**src/rtl/byte_data_memory.sv**
```systemverilog
// byte_data_memory: byte-addressable 32-bit-word data memory with
// byte/half/word loads and stores, sign/zero extension of sub-word loads,
// misalignment detection and an optional clear-to-zero sweep after reset.
//
// Ports:
//   clock       rising-edge clock
//   reset_n     asynchronous active-low reset
//   address     byte address (little-endian), word index = address[AW-1:2]
//   MemWrite    store request
//   MemRead     load request
//   Size        00 byte, 01 half, 10 word, 11 illegal
//   Unsigned    1 = zero-extend sub-word loads, 0 = sign-extend
//   WriteData   store data, right-aligned
//   ReadData    registered load data (holds when ReadValid is low)
//   ReadValid   one-cycle pulse qualifying ReadData
//   Misaligned  one-cycle pulse flagging a rejected access
//   Busy        high while the clear sweep runs; requests are ignored
//
// state | meaning
// CLEAR | zeroing word clr_cnt each edge, requests ignored
// READY | servicing one request per cycle
module byte_data_memory #(
  parameter int ADDR_WIDTH     = 7,
  parameter bit CLEAR_ON_RESET = 1'b1
) (
  input  logic                  clock,
  input  logic                  reset_n,
  input  logic [ADDR_WIDTH-1:0] address,
  input  logic                  MemWrite,
  input  logic                  MemRead,
  input  logic [1:0]            Size,
  input  logic                  Unsigned,
  input  logic [31:0]           WriteData,
  output logic [31:0]           ReadData,
  output logic                  ReadValid,
  output logic                  Misaligned,
  output logic                  Busy
);

  localparam int IDX_W = ADDR_WIDTH - 2;
  localparam int DEPTH = 1 << IDX_W;
  localparam logic [IDX_W-1:0] LAST_IDX = IDX_W'(DEPTH - 1);

  typedef enum logic {CLEAR, READY} state_t;

  state_t            state_q, state_d;
  logic [IDX_W-1:0]  clr_cnt_q, clr_cnt_d;
  logic [31:0]       read_data_q, read_data_d;
  logic              read_valid_q, read_valid_d;
  logic              misaligned_q, misaligned_d;

  logic [31:0]       mem [DEPTH];

  logic [IDX_W-1:0]  idx;
  logic [31:0]       rd_word;
  logic [7:0]        rd_byte;
  logic [15:0]       rd_half;
  logic [31:0]       load_ext;
  logic              mis_cond;

  logic              mem_we;
  logic [3:0]        mem_be;
  logic [IDX_W-1:0]  mem_idx;
  logic [31:0]       mem_wdata;

  assign idx      = address[ADDR_WIDTH-1:2];
  // Combinational array read before the edge gives read-first behaviour
  // when a load and a store hit the same word in one cycle.
  assign rd_word  = mem[idx];
  assign rd_byte  = rd_word[8*address[1:0] +: 8];
  assign rd_half  = address[1] ? rd_word[31:16] : rd_word[15:0];
  assign mis_cond = (Size == 2'b01 && address[0]) ||
                    (Size == 2'b10 && address[1:0] != 2'b00) ||
                    (Size == 2'b11);

  always_comb begin
    load_ext = rd_word;
    case (Size)
      2'b00:   load_ext = Unsigned ? {24'h0, rd_byte} : {{24{rd_byte[7]}}, rd_byte};
      2'b01:   load_ext = Unsigned ? {16'h0, rd_half} : {{16{rd_half[15]}}, rd_half};
      default: load_ext = rd_word;
    endcase
  end

  always_comb begin
    state_d      = state_q;
    clr_cnt_d    = clr_cnt_q;
    read_data_d  = read_data_q;
    read_valid_d = 1'b0;
    misaligned_d = 1'b0;
    mem_we       = 1'b0;
    mem_be       = 4'h0;
    mem_idx      = idx;
    mem_wdata    = 32'h0;
    case (state_q)
      CLEAR: begin
        mem_we    = 1'b1;
        mem_be    = 4'hF;
        mem_idx   = clr_cnt_q;
        clr_cnt_d = clr_cnt_q + 1'b1;
        if (clr_cnt_q == LAST_IDX) state_d = READY;
      end
      READY: begin
        if ((MemRead || MemWrite) && mis_cond) begin
          misaligned_d = 1'b1;
        end else begin
          if (MemWrite) begin
            mem_we = 1'b1;
            case (Size)
              2'b00: begin
                mem_be    = 4'b0001 << address[1:0];
                mem_wdata = {4{WriteData[7:0]}};
              end
              2'b01: begin
                mem_be    = address[1] ? 4'b1100 : 4'b0011;
                mem_wdata = {2{WriteData[15:0]}};
              end
              default: begin
                mem_be    = 4'hF;
                mem_wdata = WriteData;
              end
            endcase
          end
          if (MemRead) begin
            read_valid_d = 1'b1;
            read_data_d  = load_ext;
          end
        end
      end
      default: state_d = READY;
    endcase
  end

  always_ff @(posedge clock or negedge reset_n) begin
    if (!reset_n) begin
      state_q      <= CLEAR_ON_RESET ? CLEAR : READY;
      clr_cnt_q    <= '0;
      read_data_q  <= 32'h0;
      read_valid_q <= 1'b0;
      misaligned_q <= 1'b0;
    end else begin
      state_q      <= state_d;
      clr_cnt_q    <= clr_cnt_d;
      read_data_q  <= read_data_d;
      read_valid_q <= read_valid_d;
      misaligned_q <= misaligned_d;
    end
  end

  // Array has no reset; writes are blocked while reset is held so that
  // contents persist across reset when no clear sweep is configured.
  always_ff @(posedge clock) begin
    if (mem_we && reset_n) begin
      for (int b = 0; b < 4; b++) begin
        if (mem_be[b]) mem[mem_idx][8*b +: 8] <= mem_wdata[8*b +: 8];
      end
    end
  end

  assign ReadData   = read_data_q;
  assign ReadValid  = read_valid_q;
  assign Misaligned = misaligned_q;
  assign Busy       = (state_q == CLEAR);

endmodule

```
**config.mk**
```make
export PLATFORM = sky130hd
export DESIGN_NAME = byte_data_memory
export DESIGN_NICKNAME = d
export VERILOG_FILES = /design/src/rtl/byte_data_memory.sv
export SDC_FILE = /design/constraint.sdc
export NUM_CORES = 1
export LEC_CHECK = 0
export ABC_CLOCK_PERIOD_IN_PS = 3300
export CAP_MARGIN = 20
export CORE_MARGIN = 2
export CORE_UTILIZATION = 25
export CTS_CLUSTER_SIZE = 28
export DETAILED_ROUTE_END_ITERATION = 10
export PLACE_DENSITY = 0.37
export SKIP_CTS_REPAIR_TIMING = 1
export SKIP_LAST_GASP = 1
export SLEW_MARGIN = 20
export SYNTH_ARGS = -nofsm -noshare
export SYNTH_HDL_FRONTEND = slang
export SYNTH_SLANG_ARGS = --single-unit
export TNS_END_PERCENT = 1
```
**constraint.sdc**
```tcl
create_clock -name clock -period 3.3 [get_ports clock]
set_input_delay 0.66 -clock clock [delete_from_list [all_inputs] [get_ports clock]]
set_output_delay 0.66 -clock clock [all_outputs]
set_load 0.03 [all_outputs]
```
==> results of run 1 <==
==> per-stage QoR <==
step | hold WS [ns] | setup WS [ns] | utilization, %
2_1_floorplan | 0.3644 | -0.01632 | -
3_3_place_gp | 0.5151 | -0.3317 | 29.47
3_5_place_dp | 0.5108 | -0.3160 | 29.48
4_1_cts | -0.01264 | 0.2425 | 31.75
5_1_grt | 0.03171 | 0.2386 | 31.75
6_report | 0.01758 | 0.3150 | 31.75
==> cells in the final DEF (no fill, tap or decap), types with 37 or more instances in the layout <==
| cell | netlist | final |
|---|---|---|
| nor3_1 | 134 | 133 |
| mux2i_1 | 128 | 128 |
| mux4_2 | 241 | 241 |
| dfrtp_1 | 40 | 40 |
| nor2_1 | 71 | 54 |
| clkbuf_16 | 0 | 122 |
| buf_12 | 0 | 85 |
| a21oi_1 | 65 | 57 |
| nand2_1 | 72 | 72 |
| a22oi_1 | 37 | 37 |
| clkdlybuf4s50_1 | 0 | 74 |
| edfxtp_1 | 1024 | 1024 |
| buf_4 | 19 | 334 |
==> cell type report <==
| cell class | instances | area, sq um | area share (%) |
|---|---|---|---|
| Clock buffer | 151 | 3242 | 6.018 |
| Sequential cell | 1064 | 31750 | 58.94 |
| Timing Repair Buffer | 498 | 5001 | 9.284 |
| Inverter | 8 | 30.03 | 0.05574 |
| Multi-Input combinational cell | 981 | 10450 | 19.40 |
| Tap cell | 2218 | 2775 | 5.152 |
| Clock inverter | 72 | 619.3 | 1.150 |
==> critical path, cell delays in order <==
cell and delay (ns):
clkdlybuf4s50_1 0.51, buf_12 0.17, clkinv_1 0.14, buf_12 0.18
nor2_1 0.32, a22o_1 0.24, nand2_1 0.22, buf_4 0.27
nor3_1 0.43, buf_4 0.25
==> worst max path at each step <==
stage | endpoint | cells past startpoint | start | slack [ns]
CTS | Busy | 2 | state_q$_DFF_PN0_ | 0.24
global route | Busy | 2 | state_q$_DFF_PN0_ | 0.24
floorplan | mem[11][0]$_DFFE_PP_ | 10 | address[2] | -0.02
finish | mem[25][19]$_DFFE_PP_ | 10 | address[6] | 0.32
global placement | mem[25][20]$_DFFE_PP_ | 10 | address[6] | -0.33
detailed placement | ReadData[3]$_DFFE_PN0P_ | 11 | address[6] | -0.32
==> cells by family after synthesis <==
kind of cell	Yosys count
compound gates	262
xor+xnor	3
fa+ha+maj	2
buf+inv	159
flops	1064
mux	380
simple gates	334
==> sequential cells by signal (all words and copies together) (netlist names) <==
name	flops
clr_cnt_q	5
state_q	1
Misaligned	1
mem	1024
ReadValid	1
ReadData	32
==> report_power, final <==
group / total, W / switching [W] / internal, W
Sequential: 0.0151 / 0.000134 / 0.0149
Combinational: 0.00266 / 0.00160 / 0.00106
Clock: 0.0130 / 0.00549 / 0.00755
Total: 0.0308 / 0.00722 / 0.0235
==> metal layers <==
| layer | GRT usage (%) | wire length [microns] | vias up |
|---|---|---|---|
| met5 | 0 | 0 | - |
| met1 | 20.16 | 58800 | 12490 |
| met4 | 5.134 | 3783 | 0 |
| met3 | 1.762 | 4040 | 166 |
| li1 | - | - | 10070 |
| met2 | 27.13 | 69720 | 454 |
==> results.yml, run 1 <==
floorplanning:
  num_rows: 151
  io_pins: 81
  dieArea_sq_mm: 0.1745
  initial_core_util_pct: 25.23
  core-area_sq_mm: 0.1697
  die_w_microns: 417.8
  die_h_microns: 417.8
routing:
  dr.pass1.iters: 5
  vias: 23180
  ant_nets: 0
  wl_per_cell_microns: 27.31
  drt_iter0_drc: 1850
  drc: 0
  via_per_inst: 4.642
  routed_wirelength_microns: 136300
run_status:
  status: "finished clean"
worst_hold_path:
  worstHoldPathType: "in2async"
final_layout:
  instances_no_fill: 4992
  drive_gt1_share_pct: 32.41
  fillers: 16310
  final_cell_area_sq_mm: 0.05387
  diodes: 0
  layout.nets: 2722
  area_delta_synth_final_pct: 25.85
synthesis:
  synthMuxAreaShare_pct: 15.96
  synth_compound_area_share_pct: 4.162
  syn_nets: 2252
  synth_seq_area_share_pct: 74.17
  synth_flop_cell: "edfxtp_1"
  yosysWarnings: 0
  synthAdderAreaFrac_pct: 0.05846
  synthArstFlopShare_pct: 3.759
  synthSimpleGateAreaFrac_pct: 3.663
  yosysMostFrequentCell: "edfxtp_1"
  ys_types: 56
  synth-xor-area-share_pct: 0.06138
  synth_top_area_share_pct: 71.84
  synth_common_cells: "edfxtp_1 (1,024), mux4_2 (241), nor3_1 (134)"
  syn-instance-count: 2204
  yosys.area.top_type: "edfxtp_1"
  syn_avg_cell_area_sq_um: 19.42
  synth_top_family_by_area: "multiplexers"
  synth.area.top_cells: "edfxtp_1 (72%), mux4_2 (13%), mux2i_1 (3.0%), dfrtp_1 (2.3%), nor3_1 (1.6%)"
  synth_edf_count: 1024
  ys_ff_latch: 1064
  synthesis.area_sq_mm: 0.04280
worst_setup_path:
  ff2ff_path_depth: 6
  worst-endpoint-required_ns: 3.72
  worstSetupEndpointType: "register"
  r2r_slack_ns: 0.78
  r2r_end: "mem[28][20]$_DFFE_PP_"
  setup.worst_path.class: "in2reg"
  crit_arrival_ns: 3.41
  path_max_fanout: 12
  timing.rr.start: "state_q$_DFF_PN0_"
  startpoint_type: "primary input"
placed_design:
  gp_congestion: 0.8104
  placed_cell_area_sq_mm: 0.05001
  dp.cells: 4769
  port_buffers: 80
  dp_hpwl_microns: 95010
sta:
  setup_viol: 0
  skew_ns: 0.03194
  fmax_mhz: 335.0
  slew_violations: 0
  hold_violations: 0
  max_slew_margin_pct: 46.48
  setup_tns_ns: 0
  period_share_pct: 90.45
  worstMarginPinSlew_ns: 0.8011
  min_period_ns: 2.985
  rsz0062_at_grt: "false"
power_and_ir_drop:
  leakagePower_nw: 19.33
  ir_drop_uv: 397.0
  finalPower_w: 0.03075
  power_per_cell_area_mw_per_mm2: 570.9
clock_network:
  clock_latency_ns: 0.74
  clk_pin_slew_ns: 0.06
  clockBufferDepth: 3
  cts_max_level: 3
  numCtsBuffers: 121
  cts_num_sinks: 1064
  cts_tree: "done"
  cts.root.buffer_cell: "clkbuf_16"
global_routing:
  grt_max_degree: 41
  grt_pass1_vias: 24320
  grt_pass1_wl_microns: 193000
  overflow: 0
  antenna_found_initial: 1
  grt_util_all_layers_pct: 15.58
job:
  cap_violations: 0
No activity file was read; power rests on OpenSTA's default activity.
==> run 2, diff against run 1 <==
--- a/config.mk
+++ b/config.mk
@@ -14,7 +14,6 @@
 export PLACE_DENSITY = 0.37
 export SKIP_CTS_REPAIR_TIMING = 1
 export SKIP_LAST_GASP = 1
-export SLEW_MARGIN = 20
 export SYNTH_ARGS = -nofsm -noshare
 export SYNTH_HDL_FRONTEND = slang
 export SYNTH_SLANG_ARGS = --single-unit
==> results of run 2 <==
No change in the layout: final DEF, timing and power equal those of run 1.
==> run 3, diff against run 2 <==
--- a/config.mk
+++ b/config.mk
@@ -17,4 +17,4 @@
 export SYNTH_ARGS = -nofsm -noshare
 export SYNTH_HDL_FRONTEND = slang
 export SYNTH_SLANG_ARGS = --single-unit
-export TNS_END_PERCENT = 1
+export TNS_END_PERCENT = 50
==> results of run 3 <==
No change in the layout: final DEF, timing and power equal those of run 1.
